`src/rtl/pipeline_hazard_ctrl_if.sv`:
```
// Signal bundle between the pipeline datapath and the hazard controller.
// The datapath side reports stage status; the controller side returns enables and counters.
interface pipeline_hazard_ctrl_if;
  logic [4:0]  id_rs1;
  logic [4:0]  id_rs2;
  logic        id_use_rs1;
  logic        id_use_rs2;
  logic [4:0]  ex_rd;
  logic        ex_mem_read;
  logic        ex_branch;
  logic        ex_pred_take;
  logic        ex_actual_take;
  logic        ex_ecall;
  logic        imem_busy;
  logic        dmem_busy;

  logic        pc_en;
  logic        if_id_en;
  logic        id_ex_en;
  logic        ex_mem_en;
  logic        if_id_flush;
  logic        id_ex_bubble;
  logic        mem_wb_bubble;
  logic [1:0]  redirect_sel;
  logic [1:0]  state;
  logic [31:0] stall_count;
  logic [31:0] flush_count;

  modport master (
    output id_rs1, id_rs2, id_use_rs1, id_use_rs2, ex_rd, ex_mem_read,
           ex_branch, ex_pred_take, ex_actual_take, ex_ecall, imem_busy, dmem_busy,
    input  pc_en, if_id_en, id_ex_en, ex_mem_en, if_id_flush, id_ex_bubble,
           mem_wb_bubble, redirect_sel, state, stall_count, flush_count
  );

  modport slave (
    input  id_rs1, id_rs2, id_use_rs1, id_use_rs2, ex_rd, ex_mem_read,
           ex_branch, ex_pred_take, ex_actual_take, ex_ecall, imem_busy, dmem_busy,
    output pc_en, if_id_en, id_ex_en, ex_mem_en, if_id_flush, id_ex_bubble,
           mem_wb_bubble, redirect_sel, state, stall_count, flush_count
  );
endinterface

```
`src/rtl/pipeline_hazard_ctrl.sv`:
```
// Five-stage pipeline hazard controller: load-use stalls, mispredict flushes, trap drain
// and memory freezes, with saturating stall/flush performance counters.
module pipeline_hazard_ctrl #(
  parameter int unsigned TRAP_DRAIN_CYC = 2
) (
  input logic                   clk,
  input logic                   rst,
  pipeline_hazard_ctrl_if.slave bus
);
  typedef enum logic [1:0] {
    RUN        = 2'b00,
    MEM_WAIT   = 2'b01,
    TRAP_DRAIN = 2'b10
  } state_t;

  state_t     state_reg, state_next;
  state_t     saved_reg, saved_next;
  state_t     eff_state;
  logic [2:0] drain_reg, drain_next;
  logic       lu_prev_reg, lu_prev_next;

  logic [1:0][4:0] src_rs;
  logic [1:0]      src_use;
  logic [1:0]      src_hit;
  logic            mispredict;
  logic            load_use;

  logic       pc_en, if_id_en, id_ex_en, ex_mem_en;
  logic       if_id_flush, id_ex_bubble, mem_wb_bubble;
  logic [1:0] redirect_sel;
  logic       mispredict_taken, trap_redirect;
  logic [1:0] count_inc;
  logic [31:0] count_val [2];

  assign src_rs  = {bus.id_rs2, bus.id_rs1};
  assign src_use = {bus.id_use_rs2, bus.id_use_rs1};

  for (genvar gi = 0; gi < 2; gi++) begin : g_src
    assign src_hit[gi] = src_use[gi] && (src_rs[gi] == bus.ex_rd);
  end

  assign mispredict = bus.ex_branch && (bus.ex_pred_take != bus.ex_actual_take);
  // A stall just issued already moved the load out of EX, so never stall twice in a row.
  assign load_use   = bus.ex_mem_read && (bus.ex_rd != 5'd0) && (|src_hit) && !lu_prev_reg;

  always_comb begin
    if (rst)
      eff_state = RUN;
    else if (state_reg == MEM_WAIT)
      eff_state = saved_reg;
    else
      eff_state = state_reg;

    pc_en            = 1'b1;
    if_id_en         = 1'b1;
    id_ex_en         = 1'b1;
    ex_mem_en        = 1'b1;
    if_id_flush      = 1'b0;
    id_ex_bubble     = 1'b0;
    mem_wb_bubble    = 1'b0;
    redirect_sel     = 2'b00;
    mispredict_taken = 1'b0;
    trap_redirect    = 1'b0;
    state_next       = eff_state;
    saved_next       = saved_reg;
    drain_next       = drain_reg;
    lu_prev_next     = lu_prev_reg;

    if (bus.dmem_busy) begin
      pc_en         = 1'b0;
      if_id_en      = 1'b0;
      id_ex_en      = 1'b0;
      ex_mem_en     = 1'b0;
      mem_wb_bubble = 1'b1;
      state_next    = MEM_WAIT;
      if (state_reg != MEM_WAIT)
        saved_next = state_reg;
    end else begin
      lu_prev_next = 1'b0;
      if (eff_state == TRAP_DRAIN) begin
        pc_en        = 1'b0;
        if_id_flush  = 1'b1;
        id_ex_bubble = 1'b1;
        if (drain_reg <= 3'd1) begin
          pc_en         = 1'b1;
          redirect_sel  = 2'b10;
          trap_redirect = 1'b1;
          drain_next    = 3'd0;
          state_next    = RUN;
        end else begin
          drain_next = drain_reg - 3'd1;
          state_next = TRAP_DRAIN;
        end
      end else if (bus.ex_ecall) begin
        pc_en        = 1'b0;
        if_id_flush  = 1'b1;
        id_ex_bubble = 1'b1;
        ex_mem_en    = 1'b1;
        drain_next   = 3'(TRAP_DRAIN_CYC);
        state_next   = TRAP_DRAIN;
      end else if (mispredict) begin
        // Wrong-path ID instruction: flush wins over any load-use dependency it carries.
        if_id_flush      = 1'b1;
        id_ex_bubble     = 1'b1;
        redirect_sel     = 2'b01;
        mispredict_taken = 1'b1;
      end else if (load_use) begin
        pc_en        = 1'b0;
        if_id_en     = 1'b0;
        id_ex_bubble = 1'b1;
        lu_prev_next = 1'b1;
      end else if (bus.imem_busy) begin
        pc_en       = 1'b0;
        if_id_flush = 1'b1;
      end
    end
  end

  always_ff @(posedge clk or posedge rst) begin
    if (rst) begin
      state_reg   <= RUN;
      saved_reg   <= RUN;
      drain_reg   <= 3'd0;
      lu_prev_reg <= 1'b0;
    end else begin
      state_reg   <= state_next;
      saved_reg   <= saved_next;
      drain_reg   <= drain_next;
      lu_prev_reg <= lu_prev_next;
    end
  end

  // Index 0 counts stall cycles, index 1 counts flush events.
  assign count_inc = {mispredict_taken | trap_redirect, ~pc_en};

  for (genvar gi = 0; gi < 2; gi++) begin : g_cnt
    logic [31:0] count_reg;
    always_ff @(posedge clk or posedge rst) begin
      if (rst)
        count_reg <= 32'd0;
      else if (count_inc[gi] && (count_reg != 32'hFFFF_FFFF))
        count_reg <= count_reg + 32'd1;
    end
    assign count_val[gi] = count_reg;
  end

  assign bus.pc_en         = pc_en;
  assign bus.if_id_en      = if_id_en;
  assign bus.id_ex_en      = id_ex_en;
  assign bus.ex_mem_en     = ex_mem_en;
  assign bus.if_id_flush   = if_id_flush;
  assign bus.id_ex_bubble  = id_ex_bubble;
  assign bus.mem_wb_bubble = mem_wb_bubble;
  assign bus.redirect_sel  = redirect_sel;
  assign bus.state         = state_reg;
  assign bus.stall_count   = count_val[0];
  assign bus.flush_count   = count_val[1];
endmodule

```
`src/flat_wrapper.sv`:
```
// flat-port wrapper written by rule: the top's interface ports become plain ports
module pipeline_hazard_ctrl_flat 
#(
  parameter int unsigned TRAP_DRAIN_CYC = 2
)
  (clk, rst, bus_id_rs1, bus_id_rs2, bus_id_use_rs1, bus_id_use_rs2, bus_ex_rd, bus_ex_mem_read, bus_ex_branch, bus_ex_pred_take, bus_ex_actual_take, bus_ex_ecall, bus_imem_busy, bus_dmem_busy, bus_pc_en, bus_if_id_en, bus_id_ex_en, bus_ex_mem_en, bus_if_id_flush, bus_id_ex_bubble, bus_mem_wb_bubble, bus_redirect_sel, bus_state, bus_stall_count, bus_flush_count);
  pipeline_hazard_ctrl_if bus_i ();
  input logic clk;
  input logic rst;
  input wire logic [$bits(bus_i.id_rs1)-1:0] bus_id_rs1;
  input wire logic [$bits(bus_i.id_rs2)-1:0] bus_id_rs2;
  input wire logic [$bits(bus_i.id_use_rs1)-1:0] bus_id_use_rs1;
  input wire logic [$bits(bus_i.id_use_rs2)-1:0] bus_id_use_rs2;
  input wire logic [$bits(bus_i.ex_rd)-1:0] bus_ex_rd;
  input wire logic [$bits(bus_i.ex_mem_read)-1:0] bus_ex_mem_read;
  input wire logic [$bits(bus_i.ex_branch)-1:0] bus_ex_branch;
  input wire logic [$bits(bus_i.ex_pred_take)-1:0] bus_ex_pred_take;
  input wire logic [$bits(bus_i.ex_actual_take)-1:0] bus_ex_actual_take;
  input wire logic [$bits(bus_i.ex_ecall)-1:0] bus_ex_ecall;
  input wire logic [$bits(bus_i.imem_busy)-1:0] bus_imem_busy;
  input wire logic [$bits(bus_i.dmem_busy)-1:0] bus_dmem_busy;
  output wire logic [$bits(bus_i.pc_en)-1:0] bus_pc_en;
  output wire logic [$bits(bus_i.if_id_en)-1:0] bus_if_id_en;
  output wire logic [$bits(bus_i.id_ex_en)-1:0] bus_id_ex_en;
  output wire logic [$bits(bus_i.ex_mem_en)-1:0] bus_ex_mem_en;
  output wire logic [$bits(bus_i.if_id_flush)-1:0] bus_if_id_flush;
  output wire logic [$bits(bus_i.id_ex_bubble)-1:0] bus_id_ex_bubble;
  output wire logic [$bits(bus_i.mem_wb_bubble)-1:0] bus_mem_wb_bubble;
  output wire logic [$bits(bus_i.redirect_sel)-1:0] bus_redirect_sel;
  output wire logic [$bits(bus_i.state)-1:0] bus_state;
  output wire logic [$bits(bus_i.stall_count)-1:0] bus_stall_count;
  output wire logic [$bits(bus_i.flush_count)-1:0] bus_flush_count;
  assign bus_i.id_rs1 = bus_id_rs1;
  assign bus_i.id_rs2 = bus_id_rs2;
  assign bus_i.id_use_rs1 = bus_id_use_rs1;
  assign bus_i.id_use_rs2 = bus_id_use_rs2;
  assign bus_i.ex_rd = bus_ex_rd;
  assign bus_i.ex_mem_read = bus_ex_mem_read;
  assign bus_i.ex_branch = bus_ex_branch;
  assign bus_i.ex_pred_take = bus_ex_pred_take;
  assign bus_i.ex_actual_take = bus_ex_actual_take;
  assign bus_i.ex_ecall = bus_ex_ecall;
  assign bus_i.imem_busy = bus_imem_busy;
  assign bus_i.dmem_busy = bus_dmem_busy;
  assign bus_pc_en = bus_i.pc_en;
  assign bus_if_id_en = bus_i.if_id_en;
  assign bus_id_ex_en = bus_i.id_ex_en;
  assign bus_ex_mem_en = bus_i.ex_mem_en;
  assign bus_if_id_flush = bus_i.if_id_flush;
  assign bus_id_ex_bubble = bus_i.id_ex_bubble;
  assign bus_mem_wb_bubble = bus_i.mem_wb_bubble;
  assign bus_redirect_sel = bus_i.redirect_sel;
  assign bus_state = bus_i.state;
  assign bus_stall_count = bus_i.stall_count;
  assign bus_flush_count = bus_i.flush_count;
  pipeline_hazard_ctrl #(.TRAP_DRAIN_CYC(TRAP_DRAIN_CYC)) u_core (.clk(clk), .rst(rst), .bus(bus_i));
endmodule
```
`config.mk`:
```
export PLATFORM = sky130hd
export DESIGN_NAME = pipeline_hazard_ctrl_flat
export DESIGN_NICKNAME = d
export VERILOG_FILES = /design/src/rtl/pipeline_hazard_ctrl_if.sv /design/src/rtl/pipeline_hazard_ctrl.sv /design/src/flat_wrapper.sv
export SDC_FILE = /design/constraint.sdc
export NUM_CORES = 1
export LEC_CHECK = 0
export CAP_MARGIN = 30
export CORE_MARGIN = 10
export CORE_UTILIZATION = 50
export DETAILED_ROUTE_END_ITERATION = 7
export DONT_BUFFER_PORTS = 1
export SYNTH_ARGS = -nofsm -noshare
export SYNTH_HDL_FRONTEND = slang
export SYNTH_SLANG_ARGS = --single-unit
export TNS_END_PERCENT = 50
```
`constraint.sdc`:
```
create_clock -name clk -period 4 [get_ports clk]
set_clock_uncertainty 0.05 [all_clocks]
set_input_delay 0.4 -clock clk [delete_from_list [all_inputs] [get_ports clk]]
set_output_delay 0.4 -clock clk [all_outputs]
set_load 0.1 [all_outputs]
```
# ---- Word level (Yosys, flattened, before mapping)
# Cells that the tools add are included.
dict set report op_classes {
  n_mux 48
  n_reduce_logical 14
  n_bitwise 3
  n_lt_le_gt_ge 1
  n_addsub 3
  eq_ne 8
}
# cell count
set op_table {}
lappend op_table {{$add 32x1->32 const B} 2}
lappend op_table {{$ne 32x32->1 const B} 2}
lappend op_table {{$mux 1} 35}
lappend op_table {{$mux 2} 10}
lappend op_table {{$eq 5x5->1} 2}
lappend op_table {{$mux 3} 3}
lappend op_table {{$logic_and 1x1->1} 8}
lappend op_table {{$reduce_bool 5->1} 1}
lappend op_table {{$reduce_and 2->1} 2}
lappend op_table {{$le 3x1->1 const B} 1}
lappend op_table {{$sub 3x1->3 const B} 1}
lappend op_table {{$eq 2x1->1 const B} 1}
lappend op_table {{$eq 2x2->1 const B} 1}
lappend op_table {{$ne 2x1->1 const B} 1}
lappend op_table {{$not 1->1} 2}
lappend op_table {{$reduce_bool 2->1} 1}
lappend op_table {{$reduce_or 2->1} 1}
lappend op_table {{$logic_not 1->1} 1}
lappend op_table {{$ne 1x1->1} 1}
lappend op_table {{$or 1x1->1} 1}
dict set report totals {
  reg_bits 72
  wordCells 83
  input_bits 26
}

# ---- Logic depth before layout (Yosys ltp)
dict set report logic_depth {
  word_depth 12
  depth_mapped 10
  depth_no_buf 9
}

# ---- Least setup slack after synthesis
# Ideal clock, no wire load.
dict set report synth_timing {
  kind {input to output}
  from {input rst}
  to {output bus_id_ex_bubble}
  required_ns 3.550
  slack_ns -0.436
  t_arrival_ns 3.986
  stages 4
  n_path_buf 0
  path_cell_list {inv_1 -> o21a_4 -> nor2_1 -> a31oi_1}
}
dict set report synth_between {
  elab_chain_cells 4
}
# item line
set synth_lines {}
lappend synth_lines {{from (decl)} flat_wrapper.sv:9} ;# input logic rst;
lappend synth_lines {{$mux 2} pipeline_hazard_ctrl.sv:47} ;# if (rst)
lappend synth_lines {{$eq 2x2->1} pipeline_hazard_ctrl.sv:80} ;# if (eff_state == TRAP_DRAIN) begin
lappend synth_lines {{$mux 1} pipeline_hazard_ctrl.sv:80}
lappend synth_lines {{$mux 1} pipeline_hazard_ctrl.sv:69} ;# if (bus.dmem_busy) begin
lappend synth_lines {{to (decl)} flat_wrapper.sv:27} ;# output wire logic [$bits(bus_i.id_ex_bubble)-1:0] bus_id_ex_bubble;
# Every way passes these cells.

# ---- Worst setup path in the final report
dict set report layout_timing {
  from {input rst}
  to {register u_core.g_cnt[0].count_reg[24], in the netlist u_core.bus.stall_count[24]}
}
dict set report layout_between {
  elab_chain_cells 6
}
# item line
set layout_lines {}
lappend layout_lines {{$mux 2} pipeline_hazard_ctrl.sv:47}
lappend layout_lines {{$eq 2x2->1} pipeline_hazard_ctrl.sv:80}
lappend layout_lines {{$mux 1} pipeline_hazard_ctrl.sv:80}
lappend layout_lines {{$mux 1} pipeline_hazard_ctrl.sv:69}
lappend layout_lines {{named net bus_pc_en} flat_wrapper.sv:22} ;# output wire logic [$bits(bus_i.pc_en)-1:0] bus_pc_en;
lappend layout_lines {{$not 1->1} pipeline_hazard_ctrl.sv:134} ;# assign count_inc = {mispredict_taken | trap_redirect, ~pc_en};
lappend layout_lines {{$logic_and 1x1->1} pipeline_hazard_ctrl.sv:141} ;# else if (count_inc[gi] && (count_reg != 32'hFFFF_FFFF))
lappend layout_lines {{to (signal assigned)} pipeline_hazard_ctrl.sv:142} ;# count_reg <= count_reg + 32'd1;
lappend layout_lines {{to (decl)} pipeline_hazard_ctrl.sv:137} ;# logic [31:0] count_reg;
# The timed path passes the listed nets, and every way through them passes these cells.
# A chain may end at the register's enable or synchronous reset.

==> results.py <==
metrics = {
    "floorplan": {
        "floorplan.die.width_um": 107,
        "die-height_um": 107,
        "dieArea_mm2": 0.0115,
        "rows": 31,
        "floorplan.initialDensity_pct": 52.0,
        "boundaryPins": 101,
        "core_area_mm2": 0.00733,
    },
    "critical_path": {
        "cp.arrival_ns": 3.22,
        "worst-endpoint-required_ns": 4.18,
        "worst-path-max-fanout": 21,
        "critPathKind": "in2reg",
        "cp-end-kind": "flip-flop",
        "worst_path_dominant_cell_family": "buffers and inverters",
        "cpPeakStageDelay_ns": 0.59,
        "crit_path_cell_trace": "dlygate4sd3_1 -> clkinvlp_4 -> o2111ai_1 -> o32a_1 -> a21o_1 -> inv_4 -> or4_4 -> mux2_4",
        "startpoint_type": "input pin",
        "critical_path_buffers_and_inverters": 3,
        "crit_slowest_cell": "sky130_fd_sc_hd__dlygate4sd3_1",
    },
    "cells_and_area": {
        "layout.cells.non_filler": 547,
        "nets": 473,
        "diodes": 0,
        "fraction_of_layout_instances_using_a_drive_strength_above_1_pct": 23.4,
        "final_util_pct": 63.6,
        "layout-area-overhead-vs-synth_pct": 22.4,
    },
    "timing": {
        "setup-tns-final_ns": 0,
        "unrepaired_setup_endpoints_after_global_routing": "no",
        "timing.final.max_slew_violations": 0,
        "max_clock_freq_ghz": 0.329,
        "fin_crit_ns": 3.04,
        "maxSlewHeadroom_pct": 32.7,
        "hold_violations": 0,
        "tightestPinTransition_ns": 1.01,
        "timing.final.crit_share_pct": 76.0,
        "report.final.setup_viol": 0,
    },
    "logic_synthesis": {
        "synth_top_family_by_area": "simple AND/OR/NAND/NOR gates",
        "synth.avg_cell_area_um2": 10.3,
        "ys.flop_type": "sky130_fd_sc_hd__dfrtp_1",
        "synth_simple_gate_area_share_pct": 25.7,
        "synthesis.area_mm2": 0.00381,
        "postSynthRegisterBits": 72,
        "synth_mux_area_share_pct": 1.58,
        "postSynthNetCount": 401,
        "postSynth.asyncResetShare_pct": 100,
        "yosys_warnings": 0,
        "sequential_area_share_after_synthesis_pct": 47.3,
        "synth_xor_xnor_area_share_pct": 16.1,
        "synth_fa_ha_area_share_pct": 1.31,
        "number_of_enable_type_register_cells_in_the_synthesized_netlist": 0,
        "synthCells": 371,
        "synth_cell_type_count": 49,
        "synth-compound-area-share_pct": 5.22,
    },
    "hold_path": {
        "min-delay-path-class": "in2reg",
    },
    "pwr": {
        "cellLeakagePower_nw": 2.11,
        "powerDensity_mw_per_mm2": 478,
        "power.ir.vdd_worst_uv": 533,
    },
    "clock_network": {
        "number_of_clock_sinks": 72,
        "cts_repair_resize_count": 0,
        "numCtsBuffers": 9,
        "clkTransAtPathRegs_ns": 0.07,
        "cts-root-buf": "sky130_fd_sc_hd__clkbuf_8",
        "tritoncts_clock_tree": "yes",
        "worst_skew_pair.late_latency_ns": 0.34,
        "clockBufferDepth": 2,
        "postCtsSetupBuffers": 0,
        "htree_num_levels": 3,
    },
    "grt": {
        "overflow": 0,
        "grt_max_degree": 30,
        "number_of_global_route_vias_before_repair": 3094,
        "first_pass_grt_wire_length_um": 15700,
        "grt.total_usage_pct": 16.8,
        "grt_antenna_before_repair": 0,
    },
    "placement": {
        "io_buffers": 0,
        "post-place-cells": 530,
        "hpwl_um": 7170,
        "globalplace.congestion": 0.823,
    },
    "detailed_routing": {
        "drt_first_pass_iters": 5,
        "drt_iter0_drc": 111,
        "vias_per_cell": 5.58,
        "antenna_violating_nets_post_route": 0,
        "drt_wl_total_um": 9370,
        "wl_per_cell_um": 17.1,
        "detailroute.via_count": 3052,
        "route.detailed.drc": 0,
    },
    "outcome": {
        "status": "finished, final reports clean",
    },
    "run": {
        "max_cap_viol_count": 0,
    },
}
==> final cells by class <==
type	instances	area, µm²
multi-input combinational	277	1920
clock buffer	14	153
fill	598	2670
timing repair buffer	75	583
clock inverter	2	38.8
sequential	72	1800
tap	99	124
inverter	8	36.3
==> logic make-up (layout without fill, tap and decap cells) <==
kind of cell,after synthesis,count (layout)
mux,5,5
xor+xnor,70,70
compound gates,28,28
fa+ha+maj,4,4
buf+inv,22,99
simple gates,170,170
flops,72,72
==> what timing repair did <==
item | CTS | global route
setup endpoints to repair | 0 | 0
hold endpoints to repair | 16 | 0
hold buffers | 1 | 0
==> metal layers <==
layer  track usage, %  part of all wire (%)
met5                0                     0
met4             6.58                   1.7
met3             7.43                    12
met2             25.2                    46
met1             20.6                    40
==> layout by cell type, fill, tap and decap left out, types with 6 or more instances in the layout <==
cell / count
sky130_fd_sc_hd__and2_1: 6
sky130_fd_sc_hd__nand3_1: 31
sky130_fd_sc_hd__nand4_1: 37
sky130_fd_sc_hd__and4_1: 8
sky130_fd_sc_hd__xor2_1: 10
sky130_fd_sc_hd__dfrtp_1: 72
sky130_fd_sc_hd__and3_1: 21
sky130_fd_sc_hd__o21ai_0: 8
sky130_fd_sc_hd__buf_4: 73
sky130_fd_sc_hd__nand2_1: 27
sky130_fd_sc_hd__clkbuf_8: 10
sky130_fd_sc_hd__xnor2_1: 60
sky130_fd_sc_hd__nor2_1: 13
==> final timing paths <==
path | startpoint | endpoint | slack [ns] | cells past startpoint
worst max-delay path | rst | u_core.bus.stall_count[24] | 0.96 | 8
worst min-delay path | bus_dmem_busy | u_core.saved_reg[0] | 0.09 | 1
worst max register to register | u_core.bus.state[0] | u_core.bus.stall_count[24] | 1.16 | 8
worst min register to register | u_core.drain_reg[2] | u_core.drain_reg[2] | 0.43 | 1
max in group asynchronous | rst | u_core.bus.flush_count[18] | 2.66 | 3
min in group asynchronous | rst | u_core.bus.state[1] | 0.52 | 2
==> Yosys cell counts, types with 3 or more instances <==
cell type / number / area share (%)
sky130_fd_sc_hd__o21ai_0: 8 / 1.1
sky130_fd_sc_hd__nor2_1: 16 / 1.6
sky130_fd_sc_hd__a21oi_1: 5 / 0.66
sky130_fd_sc_hd__buf_4: 3 / 0.59
sky130_fd_sc_hd__nand4_1: 37 / 6.1
sky130_fd_sc_hd__and4_1: 8 / 1.8
sky130_fd_sc_hd__nand3_1: 31 / 4.1
sky130_fd_sc_hd__nor4b_1: 4 / 0.92
sky130_fd_sc_hd__mux2_2: 4 / 1.2
sky130_fd_sc_hd__nor2b_1: 3 / 0.49
sky130_fd_sc_hd__xor2_1: 10 / 2.3
sky130_fd_sc_hd__and2_1: 6 / 0.99
sky130_fd_sc_hd__clkbuf_1: 7 / 0.69
sky130_fd_sc_hd__ha_1: 4 / 1.3
sky130_fd_sc_hd__inv_1: 7 / 0.69
sky130_fd_sc_hd__nor3_1: 5 / 0.66
sky130_fd_sc_hd__xnor2_1: 60 / 14
sky130_fd_sc_hd__and3_1: 21 / 3.4
sky130_fd_sc_hd__nand2_1: 27 / 2.7
sky130_fd_sc_hd__dfrtp_1: 72 / 47
==> power by group <==
group,total [mW],internal (mW),switching (mW)
Combinational,0.804,0.178,0.626
Sequential,0.859,0.793,0.0666
Clock,0.567,0.308,0.259
Total,2.23,1.28,0.951
==> through the flow <==
stage / power (mW) / hold slack [ns] / setup WS, ns / instance area (µm²)
after global placement: 1.67 / 0.261 / 1.26 / 4460
final: 2.23 / 0.0872 / 0.959 / 4660
after floorplan: 1.52 / 0.402 / 0.570 / 3820
after global routing: 2.33 / 0.0785 / 0.827 / 4660
after CTS: 2.25 / 0.0738 / 0.951 / 4660
after detailed placement: 1.68 / 0.265 / 1.20 / 4460
No activity file was read; power rests on OpenSTA's default activity.
==> RTL edit 1 (config.mk and constraints unchanged) <==
Reset style: synchronous (`rst`), changed in 2 clocked blocks.
--- a/src/rtl/pipeline_hazard_ctrl.sv
+++ b/src/rtl/pipeline_hazard_ctrl.sv
@@ -116,7 +116,7 @@
     end
   end
 
-  always_ff @(posedge clk or posedge rst) begin
+  always_ff @(posedge clk) begin
     if (rst) begin
       state_reg   <= RUN;
       saved_reg   <= RUN;
@@ -135,7 +135,7 @@
 
   for (genvar gi = 0; gi < 2; gi++) begin : g_cnt
     logic [31:0] count_reg;
-    always_ff @(posedge clk or posedge rst) begin
+    always_ff @(posedge clk) begin
       if (rst)
         count_reg <= 32'd0;
       else if (count_inc[gi] && (count_reg != 32'hFFFF_FFFF))
Function: differs if rst is asserted again (counterexample within 4 cycles, from zero or initial values and one cycle with rst high); with rst held inactive, the same outputs for 10 cycles.
==> RTL edit 1 against the unedited design <==
- setup slack lost 0.19 ns
- largest cell class unchanged
- sequential share of layout area shrank 10 points
- design area grew 7.8%
- sequential cell count is the same
- synthesized cell count grew 33%
- area after synthesis grew 5.3%
- register-to-register slack lost 0.24 ns
- non-clock buffer count grew 4
- routed wire length grew 17%
Power is not compared: it rests on default switching activity, and its combinational part moved more than twofold at a synthesized area within 25%.
==> RTL edit 1: results (changes against the unedited design) <==
| Metric | Value |
|---|---|
| 1st-pass router iterations | `4 (-1)` |
| IO Port Bufs | `0 (unchanged)` |
| Postcts setup bufs | `0 (unchanged)` |
| Synth cell count leaders | `dfxtp_1 (72), a21oi_1 (49), nor2_1 (34)` |
| Grt met2 use | `29.1% (+3.9 points)` |
| Clock buffer count from CTS | `9 (unchanged)` |
| First-pass GRT wire length | `17,800 um (+13%)` |
| Worst slack, placed | `1.00 ns (-0.197 ns)` |
| Top cells by area, synth | `dfxtp_1 (36%), a21oi_1 (6.1%), nand4_1 (4.2%)` |
| ANT cells | `0 (unchanged)` |
| Die Width | `110 um (+2.1%)` |
| Met3 WL | `996 um (-11%)` |
| Via count | `3,936 (+29%)` |
| Gate Count Post-Synth | `494 (+33%)` |
| Synth warn | `0 (unchanged)` |
| Signal buf overhead | `15.3% (+2.8 points)` |
| CTS max path bufs | `2 (unchanged)` |
| HP Class | `in -> reg` |
| Critical path fanouts, max | `50 (+140%)` |
| Met2 Wirelength | `5360 um (+24%)` |
| Non-clock buffer count in the final layout | `79 (+5.3%)` |
| FF+latch area | `0.00144 mm2 (-20%)` |
| Area post-placement | `0.00478 mm2 (+7.1%)` |
| Fillers | `732 (+22%)` |
| Post-synthesis compound-gate area fraction | `17.0% (+12 points)` |
| Met3 usage | `5.62% (-1.8 points)` |
| Post-DR wirelength/cell | `16.7 um (-2.6%)` |
| Post-synthesis mux area share | `3.03% (+1.4 points)` |
| Highest metal layer with signal wires | `met4` |
| GRT Total Usage | `17.9% (+1.1 points)` |
| Leak | `1.73 nW` |
| Async S/R FF share, synth | `0% (-100 points)` |
| Met1 usage | `21.7% (+1.1 points)` |
| Netlist cell types | `53 (+8.2%)` |
| Nets | `580 (+23%)` |
| Fraction of area in registers | `28.7% (-10 points)` |
| Vias in the first global route | `3,694 (+19%)` |
| Multi-input logic cell count | `379 (+37%)` |
| Critical Path AT | `2.78 ns (-0.44 ns)` |
| Pwr Density | `320 mW/mm2` |
| WL met1 | `4450 um (+18%)` |
| Root buffer cell | `clkbuf_8` |
| Share of layout cells above drive strength 1 | `19.9% (-3.6 points)` |
| Worst rel slew slack | `33.3% (+0.65 points)` |
| Synth Area in XOR/XNOR | `4.37% (-12 points)` |
| CLK BUF | `10 (-4)` |
| Gpl congestion | `0.773 (-6.1%)` |
| Inverters | `9 (+1)` |
| Placed cells | `640 (+21%)` |
| Syn Nets | `524 (+31%)` |
| Finished Layout Cells | `656 (+20%)` |
| Status | `finished clean` |
| Area of the multi-input gates | `0.00241 mm2 (+25%)` |
| Share of the yosys chip area belonging to registers | `35.9% (-11 points)` |
| 1st-iter DRT viols | `165 (+49%)` |
| Synth Area in Adders | `1.25% (-0.066 points)` |
| HPWL after detailed placement | `7810 um (+8.9%)` |
| Clock-cell share of area | `4.83% (+0.72 points)` |
| Largest net degree at the start of global routing | `87 (+190%)` |
| Clock-pin slew on the worst setup and hold paths | `0.08 ns` |
## RTL edit 1: changes by cell type after synthesis, sizes merged, moves of 20 or more
cell	delta
or4	+20
dfrtp	-72
dfxtp	+72
or3	+23
xnor2	-42
a21oi	+45
## RTL edit 1: logic make-up (layout without fill, tap and decap cells)
logic type,count (synthesis),in the layout
simple gates,230,230
compound gates,114,114
flops,72,72
buf+inv,43,103
xor+xnor,20,20
mux,11,11
fa+ha+maj,4,4
## RTL edit 1: final timing paths
kind	from	endpoint	slack, ns	cells after the start
min	rst	u_core.saved_reg[1]	0.07	1
max reg2reg	u_core.bus.flush_count[19]	u_core.bus.flush_count[14]	0.92	7
min reg2reg	u_core.lu_prev_reg	u_core.lu_prev_reg	0.44	2
max	u_core.bus.state[0]	bus_pc_en	0.77	7
## RTL edit 1: critical path, stage by stage (launching register included)
cell and delay [ns]:
dfxtp_1 0.33, buf_4 0.33, or2b_1 0.19, a21oi_2 0.10
o311a_1 0.38, a221oi_4 0.28, buf_4 0.41, buf_4 0.40
==> RTL edit 2 (config.mk and constraints unchanged) <==
Without the edit above. Register the output `bus.stall_count`; this adds one clock of latency there.
--- a/src/rtl/pipeline_hazard_ctrl.sv
+++ b/src/rtl/pipeline_hazard_ctrl.sv
@@ -153,7 +153,9 @@
   assign bus.mem_wb_bubble = mem_wb_bubble;
   assign bus.redirect_sel  = redirect_sel;
   assign bus.state         = state_reg;
-  assign bus.stall_count   = count_val[0];
+  always_ff @(posedge clk) begin
+    bus.stall_count <= count_val[0];
+  end
   assign bus.flush_count   = count_val[1];
 endmodule
 
Check against the original RTL: not equivalent (a bounded check fails within 4 cycles, from zero or initial values and one cycle with rst high).
==> RTL edit 2 against the unedited design <==
- cell count decreased by 1.5%
- design area grew 7.2%
- sequential cell count up 32
- routed wire length up 1.7%
- fmax decreased by 9.1%
- setup slack got worse by 0.31 ns
- total power up 34%
- critical path depth fell by 2
- area after synthesis is 16% higher
- global-route usage is 2.0 points lower
- via count decreased by 1.3%
- critical path type is now reg -> out
- critical endpoint is now bus_pc_en
==> RTL edit 2: results (changes against the unedited design) <==
| Metric | Value |
|---|---|
| Placed cells | `521 (-1.7%)` |
| 1st-iter DRT viols | `99 (-11%)` |
| Met3 WL | `649 um (-42%)` |
| HPWL after detailed placement | `6730 um (-6.1%)` |
| Worst skew pair latency | `0.37 ns (+0.03 ns)` |
| Synth Area in Adders | `1.13% (-0.18 points)` |
| Gpl congestion | `0.784 (-4.7%)` |
| Critical path fanouts, max | `10 (-52%)` |
| Syn Nets | `428 (+6.7%)` |
| Synth cell count leaders | `dfrtp_1 (72), xnor2_1 (39), xor2_1 (33)` |
| 1st-pass router iterations | `4 (-1)` |
| Largest net degree at the start of global routing | `41 (+37%)` |
| R2r endpoint | `u_core.g_cnt[0].count_reg[17]` |
| Status | `finished clean` |
| WL met1 | `4090 um (+8.1%)` |
| Met2 Wirelength | `4620 um (+7.3%)` |
| Worst slew pin tran | `1.02 ns (+0.0121 ns)` |
| Netlist cell types | `41 (-16%)` |
| Post-synthesis compound-gate area fraction | `4.31% (-0.92 points)` |
| Maximum VDD drop | `596 uV (+12%)` |
| Nets | `456 (-3.6%)` |
| Sw power | `1.38 mW (+45%)` |
| HP Class | `in -> async` |
| Share of layout cells above drive strength 1 | `14.4% (-9.1 points)` |
| Synth Area in XOR/XNOR | `14.3% (-1.8 points)` |
| Leak | `2.12 nW (+0.86%)` |
| Vias in the first global route | `2,966 (-4.1%)` |
| End of the critical path | `bus_pc_en` |
| Reg2reg setup slack | `1.02 ns (-0.14 ns)` |
| First-pass GRT wire length | `15,600 um (-0.44%)` |
| GRT Total Usage | `14.8% (-2.0 points)` |
| Via count | `3,013 (-1.3%)` |
[RTL edit 2: how the worst min path moves through the flow]
stage / startpoint / endpoint / slack [ns] / depth (start not counted)
2_1_floorplan: u_core.g_cnt[0].count_reg[12] / u_core.bus.stall_count[12] / 0.33 / 0
3_3_place_gp: u_core.g_cnt[0].count_reg[20] / u_core.bus.stall_count[20] / 0.35 / 0
3_5_place_dp: u_core.g_cnt[0].count_reg[17] / u_core.bus.stall_count[17] / 0.35 / 0
4_1_cts: bus_dmem_busy / u_core.bus.state[1] / 0.008 / 1
5_1_grt: bus_dmem_busy / u_core.bus.state[1] / 0.01 / 1
6_report: rst / u_core.bus.state[1] / 0.01 / 1
[RTL edit 2: area by class of cell]
type,instances,area (um2)
Inverter,8,30.0
Tap cell,108,135
Multi-Input combinational cell,271,1890
Clock inverter,7,66.3
Clock buffer,9,124
Fill cell,738,3680
Timing Repair Buffer,32,313
Sequential cell,104,2440
[RTL edit 2: kinds of logic (layout without fill, tap and decap cells)]
logic type                 Yosys count  count (layout)
AOI/OAI and AO/OA                   26              26
adders and majority gates            4               4
xor gates and xnor gates            72              72
and+or+nand+nor                    165             165
DFF                                104             104
muxes                                4               4
buffers and inverters               23              56
[RTL edit 2: worst max-delay path, stage by stage (launching register included)]
cell and delay (ns):
dfrtp_1 0.42, buf_4 0.33, nand2b_1 0.17, a2111o_1 0.52
o311a_1 0.17, a211oi_4 0.48, buf_4 0.42
[RTL edit 2: stage by stage]
| step | setup WS (ns) | instance area, um2 | util, % | power, mW |
|---|---|---|---|---|
| 2_1_floorplan | 0.245 | 4410 | - | 2.24 |
| 3_3_place_gp | 1.13 | 4750 | 54.8 | 2.36 |
| 3_5_place_dp | 1.08 | 4750 | 54.8 | 2.37 |
| 4_1_cts | 0.653 | 4940 | 57.0 | 3.01 |
| 5_1_grt | 0.525 | 5000 | 57.6 | 3.11 |
| 6_report | 0.654 | 5000 | 57.6 | 2.98 |
[RTL edit 2: layer usage]
metal / vias to the layer above / GRT usage (%)
met2: 72 / 23.7
met1: 1465 / 17.8
met3: 14 / 4.93
li1: 1462 / -
met5: - / 0
met4: 0 / 6.35
[RTL edit 2: power by group through the flow]
stage | clock network (mW) | registers (mW) | logic, mW
finish | 0.636 | 1.84 | 0.509
global route | 0.694 | 1.87 | 0.552
CTS | 0.650 | 1.85 | 0.515
detailed placement | 0 | 1.86 | 0.512
global placement | 0 | 1.86 | 0.502
floorplan | 0 | 1.99 | 0.253
